### config.mk
export PLATFORM = sky130hd
export DESIGN_NAME = sonar_scanner
export DESIGN_NICKNAME = d
export VERILOG_FILES = /design/src/rtl/sonar_scanner.sv
export SDC_FILE = /design/constraint.sdc
export NUM_CORES = 1
export LEC_CHECK = 0
export ABC_AREA = 1
export CAP_MARGIN = 10
export CORE_MARGIN = 2
export CORE_UTILIZATION = 60
export DETAILED_ROUTE_END_ITERATION = 16
export GPL_ROUTABILITY_DRIVEN = 0
export GPL_TIMING_DRIVEN = 0
export PLACE_DENSITY = 0.81
export SLEW_MARGIN = 20
export SYNTH_ARGS = -nofsm -noshare
export SYNTH_HDL_FRONTEND = slang
export SYNTH_SLANG_ARGS = --single-unit
### constraint.sdc
create_clock -name clk_i -period 8.9 [get_ports clk_i]
set_clock_uncertainty 0.2 [all_clocks]
set_input_delay 2.67 -clock clk_i [delete_from_list [all_inputs] [get_ports clk_i]]
set_output_delay 2.67 -clock clk_i [all_outputs]
set_load 0.005 [all_outputs]
### src/rtl/sonar_scanner.sv
// Round-robin multi-channel ultrasonic ranger: self-timed trigger pulses, echo high
// time converted to millimetres by a prescaler, with timeout, masking and guard gap.
module sonar_scanner #(
    parameter int NCH         = 4,
    parameter int CH_W        = 2,
    parameter int DIST_W      = 16,
    parameter int TRIG_CYC    = 500,
    parameter int MM_CYC      = 291,
    parameter int TIMEOUT_CYC = 1500000,
    parameter int GAP_CYC     = 3000000
) (
    input  logic              clk_i,
    input  logic              rst_i,
    input  logic              start_i,
    input  logic              cont_mode_i,
    input  logic [NCH-1:0]    ch_en_i,
    input  logic [NCH-1:0]    echo_i,
    output logic [NCH-1:0]    trig_o,
    output logic              busy_o,
    output logic              valid_o,
    output logic [CH_W-1:0]   ch_id_o,
    output logic [DIST_W-1:0] distance_o,
    output logic              timeout_o
);
    localparam int MAX_TG  = (TRIG_CYC > GAP_CYC) ? TRIG_CYC : GAP_CYC;
    localparam int MAX_CYC = (TIMEOUT_CYC > MAX_TG) ? TIMEOUT_CYC : MAX_TG;
    localparam int CW      = $clog2(MAX_CYC + 2);
    localparam int PW      = (MM_CYC > 1) ? $clog2(MM_CYC) : 1;

    typedef enum logic [2:0] {IDLE, TRIG, WAIT_RISE, MEASURE, REPORT, GAP} state_t;

    state_t            state_q;
    logic [NCH-1:0]    echo_m_q;
    logic [NCH-1:0]    echo_s_q;
    logic [NCH-1:0]    trig_q;
    logic [CH_W-1:0]   ptr_q;
    logic [CH_W-1:0]   cur_q;
    logic [CH_W-1:0]   ch_id_q;
    logic [CH_W-1:0]   nxt_ch;
    logic              nxt_ok;
    logic [CW-1:0]     cnt_q;
    logic [CW-1:0]     cnt_d;
    logic [PW-1:0]     presc_q;
    logic [PW-1:0]     presc_d;
    logic [DIST_W-1:0] dcnt_q;
    logic [DIST_W-1:0] dcnt_d;
    logic [DIST_W-1:0] dist_q;
    logic              busy_q;
    logic              valid_q;
    logic              tmo_q;
    logic              echo_cur;

    assign echo_cur = echo_s_q[cur_q];
    assign cnt_d    = cnt_q + 1'b1;

    // First enabled channel strictly after the pointer; smallest distance wins.
    always_comb begin
        nxt_ch = ptr_q;
        nxt_ok = 1'b0;
        for (int k = NCH; k >= 1; k--) begin
            for (int j = 0; j < NCH; j++) begin
                if (ch_en_i[j] && (j == (int'(ptr_q) + k) % NCH)) begin
                    nxt_ch = CH_W'(j);
                    nxt_ok = 1'b1;
                end
            end
        end
    end

    // One echo-high tick; the rising-edge cycle in WAIT_RISE counts from zero.
    always_comb begin
        presc_d = (state_q == MEASURE) ? presc_q : '0;
        dcnt_d  = (state_q == MEASURE) ? dcnt_q : '0;
        if (presc_d == PW'(MM_CYC - 1)) begin
            presc_d = '0;
            if (dcnt_d != '1) begin
                dcnt_d = dcnt_d + 1'b1;
            end
        end else begin
            presc_d = presc_d + 1'b1;
        end
    end

    always_ff @(posedge clk_i or posedge rst_i) begin
        if (rst_i) begin
            state_q  <= IDLE;
            echo_m_q <= '0;
            echo_s_q <= '0;
            trig_q   <= '0;
            ptr_q    <= CH_W'(NCH - 1);
            cur_q    <= '0;
            ch_id_q  <= '0;
            cnt_q    <= '0;
            presc_q  <= '0;
            dcnt_q   <= '0;
            dist_q   <= '0;
            busy_q   <= 1'b0;
            valid_q  <= 1'b0;
            tmo_q    <= 1'b0;
        end else begin
            echo_m_q <= echo_i;
            echo_s_q <= echo_m_q;
            valid_q  <= 1'b0;
            case (state_q)
                IDLE: begin
                    if ((start_i || cont_mode_i) && nxt_ok) begin
                        state_q <= TRIG;
                        cur_q   <= nxt_ch;
                        trig_q  <= NCH'(1) << nxt_ch;
                        busy_q  <= 1'b1;
                        cnt_q   <= '0;
                    end
                end
                TRIG: begin
                    if (cnt_q == CW'(TRIG_CYC - 1)) begin
                        state_q <= WAIT_RISE;
                        trig_q  <= '0;
                        cnt_q   <= '0;
                    end else begin
                        cnt_q <= cnt_d;
                    end
                end
                WAIT_RISE: begin
                    if (echo_cur) begin
                        state_q <= MEASURE;
                        presc_q <= presc_d;
                        dcnt_q  <= dcnt_d;
                        cnt_q   <= cnt_d;
                    end else if (cnt_d >= CW'(TIMEOUT_CYC)) begin
                        state_q <= REPORT;
                        valid_q <= 1'b1;
                        ch_id_q <= cur_q;
                        dist_q  <= '1;
                        tmo_q   <= 1'b1;
                    end else begin
                        cnt_q <= cnt_d;
                    end
                end
                MEASURE: begin
                    if (!echo_cur) begin
                        state_q <= REPORT;
                        valid_q <= 1'b1;
                        ch_id_q <= cur_q;
                        dist_q  <= dcnt_q;
                        tmo_q   <= 1'b0;
                    end else if (cnt_d >= CW'(TIMEOUT_CYC)) begin
                        state_q <= REPORT;
                        valid_q <= 1'b1;
                        ch_id_q <= cur_q;
                        dist_q  <= '1;
                        tmo_q   <= 1'b1;
                    end else begin
                        presc_q <= presc_d;
                        dcnt_q  <= dcnt_d;
                        cnt_q   <= cnt_d;
                    end
                end
                REPORT: begin
                    // The guard gap is measured from the result strobe itself.
                    state_q <= GAP;
                    ptr_q   <= cur_q;
                    cnt_q   <= CW'(1);
                end
                GAP: begin
                    if (cnt_q >= CW'(GAP_CYC - 1)) begin
                        if (cont_mode_i && nxt_ok) begin
                            state_q <= TRIG;
                            cur_q   <= nxt_ch;
                            trig_q  <= NCH'(1) << nxt_ch;
                            cnt_q   <= '0;
                        end else begin
                            state_q <= IDLE;
                            busy_q  <= 1'b0;
                        end
                    end else begin
                        cnt_q <= cnt_d;
                    end
                end
                default: begin
                    state_q <= IDLE;
                    trig_q  <= '0;
                    busy_q  <= 1'b0;
                end
            endcase
        end
    end

    assign trig_o     = trig_q;
    assign busy_o     = busy_q;
    assign valid_o    = valid_q;
    assign ch_id_o    = ch_id_q;
    assign distance_o = dist_q;
    assign timeout_o  = tmo_q;

endmodule

==> After elaboration in Yosys (flattened, before gate mapping) <==
Index checks and enable logic that the tools add are counted.
{ "totals": {"wordCells": 193, "out_inout_bits": 25, "in_bits": 12, "regBits": 87} }
{ "classes": {"n_mux": 92, "n_eq_ne": 30, "addsub": 7, "shifts": 1, "bitwise": 6, "magnitude_cmp": 3, "n_reduce_logical": 40} }
{ "ops": {"columns": ["op", "count"], "rows": [
  ["$mux 22", 7],
  ["$mux 16", 9],
  ["$pmux 22 s6", 1],
  ["$logic_not 32->1", 4],
  ["$pmux 16 s2", 2],
  ["$mux 9", 5],
  ["$mux 2", 22],
  ["$mux 1", 27],
  ["$eq 3x3->1 const A", 8],
  ["$add 22x1->22 const B", 1],
  ["$eq 22x9->1 const B", 1],
  ["$ge 22x21->1 const B", 1],
  ["$ge 22x22->1 const B", 1],
  ["$logic_and 1x1->1", 18],
  ["$mux 3", 6],
  ["$ne 2x2->1 const B", 9],
  ["$pmux 3 s6", 1],
  ["$pmux 9 s2", 1],
  ["$add 16x1->16 const B", 1],
  ["$mux 4", 4],
  ["$ne 16x16->1 const B", 1],
  ["$pmux 4 s4", 1],
  ["$reduce_and 4->1", 4],
  ["$eq 2x3->1 const A", 4],
  ["other kinds (26)", 40]
]} }

==> Logic depth before layout (Yosys ltp) <==
Gate-level depths: netlist (run 1).
{ "depth": {"depth_word": 25, "mapped_depth": 20, "depth_no_buf": 19} }

==> Worst setup path after synthesis (run 1) <==
Ideal clock, no wire load.
{ "synth_path": {"path_type": "input -> register", "startpoint": "input cont_mode_i", "endpoint": "register cnt_q[10]", "cell_stages": 9, "path_buffers": 0, "slack_ps": 4730, "arrival_ps": 3843, "cell_sequence": "or2_2 > a21oi_1 > a21oi_1 > nand3_1 > inv_1 > o31ai_1 > inv_1 > nand2_2 > o21ai_0"} }
{ "synth_between": {"elab_chain_len": 4} }
{ "synth_lines": {"columns": ["element", "line_no", "source"], "rows": [
  ["start: declaration", "15", "input logic cont_mode_i,"],
  ["$logic_or 1x1->1", "106", "if ((start_i || cont_mode_i) && nxt_ok) begin"],
  ["$logic_and 1x1->1", "106", null],
  ["$ne 2x2->1 (no source line)", null, null],
  ["$reduce_and 4->1 (no source line) (*)", null, null],
  ["end signal: assignment", "120", "cnt_q <= cnt_d;"],
  ["end signal: assignment", "128", "cnt_q <= cnt_d;"],
  ["end signal: assignment", "136", "cnt_q <= cnt_d;"],
  ["end: declaration", "41", "logic [CW-1:0] cnt_q;"]
]} }
Every way passes the cells marked *; elsewhere a longest branch is shown, timed or not.
A chain may end at the register's enable or synchronous reset.

==> Worst setup path after layout (run 1) <==
{ "layout_path": {"startpoint": "input ch_en_i[3]", "endpoint": "register cnt_q[1]"} }
{ "layout_between": {"elab_chain_len": 17} }
{ "layout_lines": {"columns": ["element", "line_no", "source"], "rows": [
  ["start: declaration", "16", "input logic [NCH-1:0] ch_en_i,"],
  ["$logic_and 1x1->1", "62", "if (ch_en_i[j] && (j == (int'(ptr_q) + k) % NCH)) begin"],
  ["$mux 1 (12 in series)", "62", null],
  ["$mux 1 (*)", "62", null],
  ["$logic_and 1x1->1, on equally long branches", "166, 106", null],
  ["$ne 3x3->1 (no source line) or $ne 2x2->1 (tied branches)", null, null],
  ["$reduce_and 4->1 (no source line) (*)", null, null],
  ["end signal: assignment", "120", null],
  ["end signal: assignment", "155", "cnt_q <= cnt_d;"],
  ["end signal: assignment", "176", "cnt_q <= cnt_d;"]
]} }
Marks and branches as above.

==> metrics.csv, run 1 <==
stage,metric,value,unit
synthesis,syn avg cell area,6.84,um^2
synthesis,share of the synthesized area in the top cell type,0.377,
synthesis,Synth async-reset ratio,1.00,
sta,Worst slew margin,0.549,
synthesis,"EDFF count, synth",0,
sta,Final Setup Violations,0,
global_routing,first-pass GRT wire length,23.6,mm
floorplan,Chip Width,101,um
clocking,clk slew on worst S/H paths,100,ps
setup_path,Worst EP arrival,4910,ps
detailed_routing,drc violations,0,
global_routing,largest net degree at the start of global routing,51,
floorplan,Chip Height,101,um
detailed_routing,vias per cell,5.64,
synthesis,Yosys reg bits,87,
power_and_ir_drop,Power Density,111,nW/um^2
floorplan,die area,10200,um^2
clocking,Setup Buffers After CTS,0,
global_routing,initial antenna violation count,0,
clocking,Clock Sinks,87,
setup_path,critical path type,input pin to flip-flop,
sta,setup TNS,0,ps
setup_path,crit path max fanout,6,
clocking,hold_buf cts,0,
power_and_ir_drop,Max VDD drop,73.5,uV
clocking,Num CTS Buffers,9,
synthesis,Synth area leader,dfrtp_1,
synthesis,"count leader, synth",nand2_1,
floorplan,Initial Util,0.614,
detailed_routing,Routed Wire Length,14.1,mm
synthesis,Netlist cell types,40,
synthesis,syn_nets,841,
detailed_routing,metal2 WL,7.09,mm
sta,clock period minus worst slack,4800,ps
synthesis,mapped cell area,5650,um^2
placement,DP Area,6180,um^2
worst_hold_path,hold crit path type,flip-flop to flip-flop,
layout,share of layout cells above drive strength 1,0.0786,
global_routing,gr ovfl total,0,
placement,Port Buffers,36,
synthesis,"top cells by area, synth","dfrtp_1, nand2_1, o21ai_0",
detailed_routing,Post-DRT Antenna Nets,0,
layout,post-route design area,6380,um^2
floorplan,Core Rows,35,
synthesis,Mapped Cells,825,
sta,Final period util,0.540,
clocking,root buffer cell,clkbuf_8,
placement,DP HPWL,10.8,mm
detailed_routing,Routed met1 length,5.85,mm
layout,Area Overhead vs Synth,13.0,%
detailed_routing,Wirelength per Cell,14.2,um
setup_path,crit path capture type,flip-flop,
flow_run,max_cap viols,0,
global_routing,Tot GR Track Use,0.289,
global_routing,vias in the first global route,5356,
sta,RSZ-0062 raised after global routing,no,
sta,worst-margin pin slew,672,ps
power_and_ir_drop,Leak,0.00281,uW
layout,Inserted Diodes,0,
synthesis,top_reg_cell synth,dfrtp_1,
detailed_routing,first-pass iteration count of the detailed router,7,
setup_path,WP data required,9010,ps
sta,Max Freq,208,MHz
clocking,# resized after CTS,0,
floorplan,area of the placeable core,9200,um^2
clocking,Max clock buf depth,2,
clocking,# H-tree levels,3,
detailed_routing,Vias,5574,
sta,"Slew Viols, Final",0,
setup_path,CP startpoint kind,input pin,
clocking,CTS tree,done,
layout,fin nets,889,
synthesis,share of the yosys chip area belonging to registers,0.386,
detailed_routing,DR top layer,met4,
detailed_routing,DRT iter0 DRCs,301,
floorplan,I/O pin cnt,37,
sta,Hold Fails Final Rpt,0,
synthesis,Synth Warn #,0,
detailed_routing,metal3 WL,790,um
clocking,clock latency at the later pin of the worst-skew pair,370,ps
status,outcome,completed,
synthesis,list of most frequent post-synthesis cells,"nand2_1, inv_1, dfrtp_1, o21ai_0, nor2_1",
-- cell families (layout without fill, tap and decap cells) --
logic type	count (synthesis)	in the layout	share of synthesized area
compound gates	119	119	0.114
xor+xnor	24	24	0.0372
fa+ha+maj	4	4	0.00886
buf+inv	114	167	0.0811
flops	87	87	0.386
simple gates	477	477	0.373
-- routing by layer --
layer,vias to the layer above,track usage
met5,-,0
met4,0,0.122
met3,32,0.0437
met2,184,0.501
met1,2609,0.360
li1,2749,-
-- cell usage in the layout (no fill, tap or decap), types with 3 or more instances in the layout --
| master | synthesis | layout |
|---|---|---|
| buf_2 | 6 | 6 |
| ha_1 | 4 | 4 |
| inv_1 | 93 | 92 |
| clkbuf_8 | 0 | 9 |
| nand4_1 | 11 | 11 |
| o21ai_0 | 84 | 84 |
| nor2_2 | 3 | 3 |
| clkbuf_1 | 7 | 7 |
| xnor2_1 | 3 | 3 |
| nor2_4 | 5 | 5 |
| xor2_1 | 21 | 21 |
| nand2_1 | 259 | 259 |
| o21ai_1 | 8 | 8 |
| dfrtp_1 | 85 | 85 |
| nand3_1 | 67 | 67 |
| nor3_1 | 31 | 31 |
| nor2_1 | 72 | 72 |
| nor4_1 | 6 | 6 |
| clkdlybuf4s50_1 | 0 | 36 |
| o21ai_2 | 10 | 10 |
| a21oi_1 | 11 | 11 |
| nand2_2 | 12 | 12 |
-- layout make-up --
class | count | area, um^2
Sequential cell | 87 | 2180
Timing Repair Buffer | 37 | 388
Fill cell | 770 | 2820
Buffer | 18 | 97.6
Clock inverter | 7 | 78.8
Clock buffer | 9 | 124
Inverter | 96 | 363
Tap cell | 111 | 139
Multi-Input combinational cell | 624 | 3010
-- state kept, by name (all words and copies together) (netlist names) --
signal,flops
state_q,3
cnt_q,22
busy_o,1
trig_o,4
valid_o,1
ptr_q,2
presc_q,9
timeout_o,1
echo_s_q,4
dcnt_q,16
distance_o,16
echo_m_q,4
ch_id_o,2
cur_q,2
-- critical path: stages --
cell and delay, ps:
clkdlybuf4s50_1 540, nor2_1 70, nand2_1 90, nand2_1 70, nand2_1 80, inv_1 60, nand2_1 70, nand3_1 170
inv_1 240, o31ai_1 130, a21oi_1 500, nand2_1 130, nand2_1 90
-- metrics by stage --
| stage | util | std cells | hold WS (ps) | setup WS, ps | power, uW |
|---|---|---|---|---|---|
| after floorplan | - | 825 | 131 | 3780 | 414 |
| after global placement | 0.668 | 972 | 134 | 2450 | 422 |
| after detailed placement | 0.672 | 973 | 136 | 3710 | 425 |
| after CTS | 0.694 | 989 | 154 | 4080 | 710 |
| after global routing | 0.694 | 989 | 161 | 3930 | 729 |
| final | 0.694 | 989 | 154 | 4100 | 707 |
-- where the power goes --
group / leakage, uW / internal (uW) / switching [uW]
sequential: 0.00115 / 397 / 0.408
clock: 0.0000982 / 133 / 158
combinational: 0.00156 / 7.10 / 11.9
-- final timing paths --
kind | cells past startpoint | slack [ps] | start | end
max in group asynchronous | 3 | 5360 | rst_i | ptr_q[1]
setup reg to reg | 16 | 5480 | state_q[2] | dcnt_q[2]
hold / removal | 0 | 150 | echo_m_q[3] | echo_s_q[3]
min in group asynchronous | 2 | 2490 | rst_i | dcnt_q[4]
setup / recovery | 13 | 4100 | ch_en_i[3] | cnt_q[1]
hold reg to reg | 0 | 150 | echo_m_q[3] | echo_s_q[3]
Note: power is estimated with default switching activity, not from simulation.
==> run 2: changes to the inputs <==
--- a/config.mk
+++ b/config.mk
@@ -8,11 +8,11 @@
 export ABC_AREA = 1
 export CAP_MARGIN = 10
 export CORE_MARGIN = 2
-export CORE_UTILIZATION = 60
+export CORE_UTILIZATION = 54
 export DETAILED_ROUTE_END_ITERATION = 16
 export GPL_ROUTABILITY_DRIVEN = 0
 export GPL_TIMING_DRIVEN = 0
-export PLACE_DENSITY = 0.81
+export PLACE_DENSITY = 0.77
 export SLEW_MARGIN = 20
 export SYNTH_ARGS = -nofsm -noshare
 export SYNTH_HDL_FRONTEND = slang
==> constraint.sdc (replaced) <==
create_clock -name clk_i -period 4.1 [get_ports clk_i]
set_clock_uncertainty 0.2 [all_clocks]
set_input_delay 1.23 -clock clk_i [delete_from_list [all_inputs] [get_ports clk_i]]
set_output_delay 1.23 -clock clk_i [all_outputs]
set_load 0.005 [all_outputs]
==> run 2 against run 1 <==
Against the previous run: total power up 130%; critical endpoint is now dcnt_q[5]; combinational power up 120%; worst hold slack better by 7.4 ps; highest routed layer unchanged; largest cell class unchanged.
==> metrics.csv, run 2 (synthesis gave the netlist of run 1 again) <==
stage,metric,value,unit,change
sta,worst-margin pin slew,688,ps,+15.7 ps
detailed_routing,first-pass iteration count of the detailed router,5,,-2
floorplan,Chip Width,106,um,+5.2%
placement,Port Buffers,36,,unchanged
sta,clock period minus worst slack,3490,ps,
clocking,Clock Sinks,87,,unchanged
clocking,Setup Buffers After CTS,0,,unchanged
sta,"Slew Viols, Final",0,,unchanged
layout,most frequent cells in the layout,"nand2_1, inv_1, dfrtp_1",,
sta,Hold Fails Final Rpt,0,,unchanged
layout,"most common cell after layout, fill and taps aside",nand2_1,,
setup_path,critical path type,flip-flop to flip-flop,,
floorplan,I/O pin cnt,37,,unchanged
setup_path,Worst EP arrival,3590,ps,-1320 ps
detailed_routing,drc violations,0,,unchanged
detailed_routing,DRT iter0 DRCs,379,,+26%
clocking,# H-tree levels,3,,unchanged
sta,Hold Worst Slack,161,ps,+7.37 ps
layout,post-route design area,6430,um^2,+0.84%
clocking,root buffer cell,clkbuf_8,,
clocking,hold_buf cts,0,,unchanged
detailed_routing,Post-DRT Antenna Nets,0,,unchanged
power_and_ir_drop,Max VDD drop,203,uV,+180%
detailed_routing,DR top layer,met4,,
layout,fillers,930,,+21%
sta,Final Setup Violations,0,,unchanged
layout,fin nets,889,,unchanged
clocking,# resized after CTS,0,,unchanged
layout,Inserted Diodes,0,,unchanged
global_routing,largest net degree at the start of global routing,58,,+14%
detailed_routing,Routed met1 length,6.15,mm,+5.2%
setup_path,WP data required,4200,ps,-4810 ps
detailed_routing,metal3 WL,814,um,+3.0%
global_routing,vias in the first global route,5593,,+4.4%
detailed_routing,vias per cell,5.56,,-1.3%
global_routing,Tot GR Track Use,0.278,,-0.0116
setup_path,Slowest cell on crit path,buf_1,,
worst_hold_path,hold crit path type,flip-flop to flip-flop,,
layout,share of layout cells above drive strength 1,0.0786,,unchanged
layout,Area Overhead vs Synth,13.9,%,
flow_run,max_cap viols,0,,unchanged
layout,Biggest register,cnt_q,,
setup_path,crit path capture type,flip-flop,,
status,outcome,completed,,
setup_path,CP peak stage delay,460,ps,-80 ps
clocking,Max clock buf depth,2,,unchanged
clocking,clock latency at the later pin of the worst-skew pair,390,ps,+20 ps
setup_path,critical-path cell list,inv_1 -> nand3_2 -> buf_2 -> buf_1 -> nor2_1 -> inv_1 -> ha_1 -> nand4_1 -> nor2_1 -> nand2_1 -> inv_1 -> nand3_1 -> xor2_1 -> o21ai_0,,
setup_path,WP buf/inv,5,,+2
detailed_routing,Wirelength per Cell,14.4,um,+0.83%
floorplan,area of the placeable core,10200,um^2,+11%
placement,DP HPWL,10.8,mm,about the same
floorplan,Core Rows,37,,+5.7%
detailed_routing,metal2 WL,7.20,mm,+1.5%
sta,RSZ-0062 raised after global routing,no,,
setup_path,Crit path top cell by count,inv_1,,
global_routing,first-pass GRT wire length,25.4,mm,+7.3%
detailed_routing,Routed Wire Length,14.6,mm,+3.4%
floorplan,Chip Height,106,um,+5.2%
clocking,Num CTS Buffers,9,,unchanged
global_routing,initial antenna violation count,0,,unchanged
setup_path,crit path max fanout,10,,+4
sta,Worst slew margin,0.538,,-0.0105
global_routing,gr ovfl total,0,,unchanged
power_and_ir_drop,Leak,0.00282,uW,+0.50%
clocking,clk slew on worst S/H paths,100,ps,about the same
floorplan,Initial Util,0.552,,-0.0621
clocking,CTS tree,done,,
sta,Max Freq,286,MHz,
detailed_routing,Vias,5640,,+1.2%
setup_path,"delay-heaviest family, CP",buffers and inverters,,
setup_path,CP startpoint kind,flip-flop,,
sta,Final period util,0.852,,
layout,fin util,0.629,,-0.0649
layout,max FFs per register,22,,unchanged
placement,DP Area,6210,um^2,+0.51%
power_and_ir_drop,Power Density,250,nW/um^2,+130%
floorplan,die area,11300,um^2,+11%
-- run 2: report_power, final --
| group | switching [uW] | leakage (uW) | internal [uW] |
|---|---|---|---|
| Clock | 352 | 0.000112 | 351 |
| Sequential | 1.10 | 0.00115 | 861 |
| Combinational | 25.8 | 0.00156 | 15.4 |
-- run 2: final cells by class --
class                   count  area [um^2]  area share
repair buffers             37          388      0.0603
plain buffers              18         97.6      0.0152
inverters                  96          363      0.0564
multi-input cells         624         3010       0.468
flip-flops and latches     87         2180       0.339
clock buffers               9          124      0.0193
well taps                 136          170      0.0265
clock inverters             7          101      0.0158
-- run 2: metal layers --
layer / vias to the layer above / track usage
li1: 2751 / -
met1: 2653 / 0.350
met2: 203 / 0.470
met3: 33 / 0.0497
met4: 0 / 0.116
met5: - / 0
-- run 2: final timing paths --
path | from | end | slack, ps | cells after the start
setup / recovery | state_q[2] | dcnt_q[5] | 610 | 14
hold / removal | echo_m_q[3] | echo_s_q[3] | 160 | 0
setup reg to reg | state_q[2] | dcnt_q[5] | 610 | 14
hold reg to reg | echo_m_q[3] | echo_s_q[3] | 160 | 0
max in group asynchronous | rst_i | ptr_q[1] | 2050 | 3
min in group asynchronous | rst_i | distance_o[1] | 990 | 2
-- run 2: per-stage QoR --
stage / cells / TNS (ps) / setup slack [ps] / power (uW)
final: 1014 / 0 / 608 / 1610
after global placement: 997 / -79140 / -934 / 917
after floorplan: 825 / 0 / 423 / 899
after detailed placement: 998 / 0 / 387 / 922
after global routing: 1014 / 0 / 341 / 1660
after CTS: 1014 / 0 / 694 / 1620
==> run 3: changes to the inputs <==
--- a/config.mk
+++ b/config.mk
@@ -11,7 +11,7 @@
 export CORE_UTILIZATION = 54
 export DETAILED_ROUTE_END_ITERATION = 16
 export GPL_ROUTABILITY_DRIVEN = 0
-export GPL_TIMING_DRIVEN = 0
+export GPL_TIMING_DRIVEN = 1
 export PLACE_DENSITY = 0.77
 export SLEW_MARGIN = 20
 export SYNTH_ARGS = -nofsm -noshare
==> run 3 against run 2 <==
Against the previous run: fmax grew 2.3%; non-clock buffer count shrank 14; global-route usage shrank 1.1 points; largest power group unchanged; largest cell class unchanged; cell count shrank 1.5%.
==> metrics.csv, run 3 (synthesis gave the netlist of run 1 again) <==
stage,metric,value,unit,change
power_and_ir_drop,Leak,0.00279,uW,-1.2%
floorplan,area of the placeable core,10200,um^2,unchanged
sta,"Slew Viols, Final",0,,unchanged
layout,fin nets,875,,-1.6%
layout,Area Overhead vs Synth,12.9,%,
detailed_routing,first-pass iteration count of the detailed router,5,,unchanged
placement,cell count after placement,984,,-1.4%
layout,Biggest register,cnt_q,,
worst_hold_path,hold crit path type,flip-flop to flip-flop,,
detailed_routing,vias per cell,5.47,,-1.6%
global_routing,vias in the first global route,5450,,-2.6%
layout,most frequent cells in the layout,"nand2_1, inv_1, dfrtp_1",,
clocking,# H-tree levels,3,,unchanged
setup_path,crit path capture type,flip-flop,,
setup_path,critical path type,flip-flop to flip-flop,,
detailed_routing,drc violations,0,,unchanged
setup_path,crit path max fanout,29,,+19
detailed_routing,DRT iter0 DRCs,388,,+2.4%
clocking,Num CTS Buffers,9,,unchanged
clocking,# resized after CTS,0,,unchanged
global_routing,initial antenna violation count,0,,unchanged
setup_path,CP peak stage delay,410,ps,-50 ps
sta,setup TNS,0,ps,unchanged
global_routing,largest net degree at the start of global routing,65,,+12%
global_routing,Tot GR Track Use,0.267,,-0.0108
floorplan,Core Rows,37,,unchanged
layout,"most common cell after layout, fill and taps aside",nand2_1,,
power_and_ir_drop,Power Density,256,nW/um^2,+2.7%
layout,final cell count without fillers,999,,-1.5%
sta,Worst slew margin,0.507,,-0.0318
layout,Inserted Diodes,0,,unchanged
sta,clock period minus worst slack,3410,ps,-78.3 ps
sta,Final period util,0.833,,-0.0191
sta,Hold Fails Final Rpt,0,,unchanged
detailed_routing,Wirelength per Cell,14.2,um,-1.0%
floorplan,I/O pin cnt,37,,unchanged
clocking,root buffer cell,clkbuf_8,,
floorplan,Chip Height,106,um,unchanged
placement,DP HPWL,10.3,mm,-4.9%
setup_path,Worst EP arrival,3510,ps,-80 ps
status,outcome,completed,,
setup_path,WP data required,4200,ps,about the same
clocking,Max clock buf depth,2,,unchanged
global_routing,first-pass GRT wire length,24.6,mm,-3.2%
detailed_routing,Routed Wire Length,14.2,mm,-2.5%
detailed_routing,Post-DRT Antenna Nets,0,,unchanged
global_routing,gr ovfl total,0,,unchanged
sta,RSZ-0062 raised after global routing,no,,
floorplan,die area,11300,um^2,unchanged
power_and_ir_drop,Max VDD drop,216,uV,+6.1%
placement,Port Buffers,36,,unchanged
setup_path,critical-path cell list,ha_1 -> nand3_1 -> nor2_4 -> nand2_1 -> nor2_1 -> nand2_1 -> nand2_1 -> nand2_1 -> nor2_1 -> nand2_1 -> inv_1 -> nand3_4 -> nand2_4 -> nand2_2 -> nand2_4 -> buf_4 -> nand2_1 -> o21ai_2,,
sta,worst-margin pin slew,739,ps,+51.5 ps
clocking,clock latency at the later pin of the worst-skew pair,370,ps,-20 ps
layout,max FFs per register,22,,unchanged
sta,Max Freq,293,MHz,+2.3%
sta,Final Setup Violations,0,,unchanged
clocking,hold_buf cts,0,,unchanged
clocking,Clock Sinks,87,,unchanged
setup_path,CP startpoint kind,flip-flop,,
clocking,Setup Buffers After CTS,0,,unchanged
detailed_routing,Vias,5465,,-3.1%
floorplan,Initial Util,0.552,,unchanged
clocking,clk slew on worst S/H paths,90,ps,about the same
flow_run,max_cap viols,0,,unchanged
setup_path,Crit path top cell by count,nand2_1,,
floorplan,Chip Width,106,um,unchanged
setup_path,Slowest cell on crit path,dfrtp_1,,
layout,share of layout cells above drive strength 1,0.0718,,-0.00675
clocking,CTS tree,done,,
run 3: cell types whose count changed in the layout (fill, tap and decap cells not counted), moves of 2 or more:
cell / delta
buf_2: -6
buf_6: -2
clkbuf_1: -7
buf_4: +2
inv_6: -2
run 3: path summary, 6_finish.rpt:
path | cells past startpoint | end | slack (ps) | from
worst max-delay path | 18 | presc_q[0] | 690 | cnt_q[1]
worst min-delay path | 0 | echo_s_q[0] | 140 | echo_m_q[0]
worst max register to register | 18 | presc_q[0] | 690 | cnt_q[1]
worst min register to register | 0 | echo_s_q[0] | 140 | echo_m_q[0]
max in group asynchronous | 3 | ptr_q[0] | 1980 | rst_i
min in group asynchronous | 2 | distance_o[0] | 980 | rst_i
run 3: layout make-up:
cell class,count,area [um^2]
clock buffers,10,138
flip-flops and latches,87,2180
inverters,96,362
clock inverters,5,106
well taps,136,170
fillers,910,3860
repair buffers,41,410
multi-input cells,624,3010
run 3: worst max-delay path, delay by kind of cell, from the launching register on:
| kind | cells | cell delay, ps |
|---|---|---|
| and+or+nand+nor | 14 | 2030 |
| DFF | 1 | 410 |
| buffers and inverters | 2 | 370 |
| adders and majority gates | 1 | 260 |
| AOI/OAI and AO/OA | 1 | 60 |
run 3: stage by stage:
step / area, um^2 / hold slack (ps) / setup WS [ps] / utilization / total power (uW)
3_5_place_dp: 6130 / 135 / 593 / 0.599 / 921
2_1_floorplan: 5650 / 131 / 423 / - / 899
4_1_cts: 6370 / 155 / 720 / 0.623 / 1640
6_report: 6370 / 145 / 686 / 0.623 / 1630
5_1_grt: 6370 / 159 / 393 / 0.623 / 1680
3_3_place_gp: 6130 / 136 / 717 / 0.599 / 919
run 3: where the power goes:
group / internal (uW) / switching, uW / total, uW
combinational: 14.5 / 25.8 / 40.3
sequential: 861 / 1.10 / 862
clock: 419 / 313 / 732
run 3: layer usage:
layer  track usage  part of all wire  vias to the layer above  wire (um)
met3        0.0423             0.055                       30        779
met4         0.102             0.020                        0        289
met2         0.463              0.50                      180       7030
li1              -                 -                     2725          -
met1         0.334              0.43                     2530       6100
met5             0                 0                        -          0
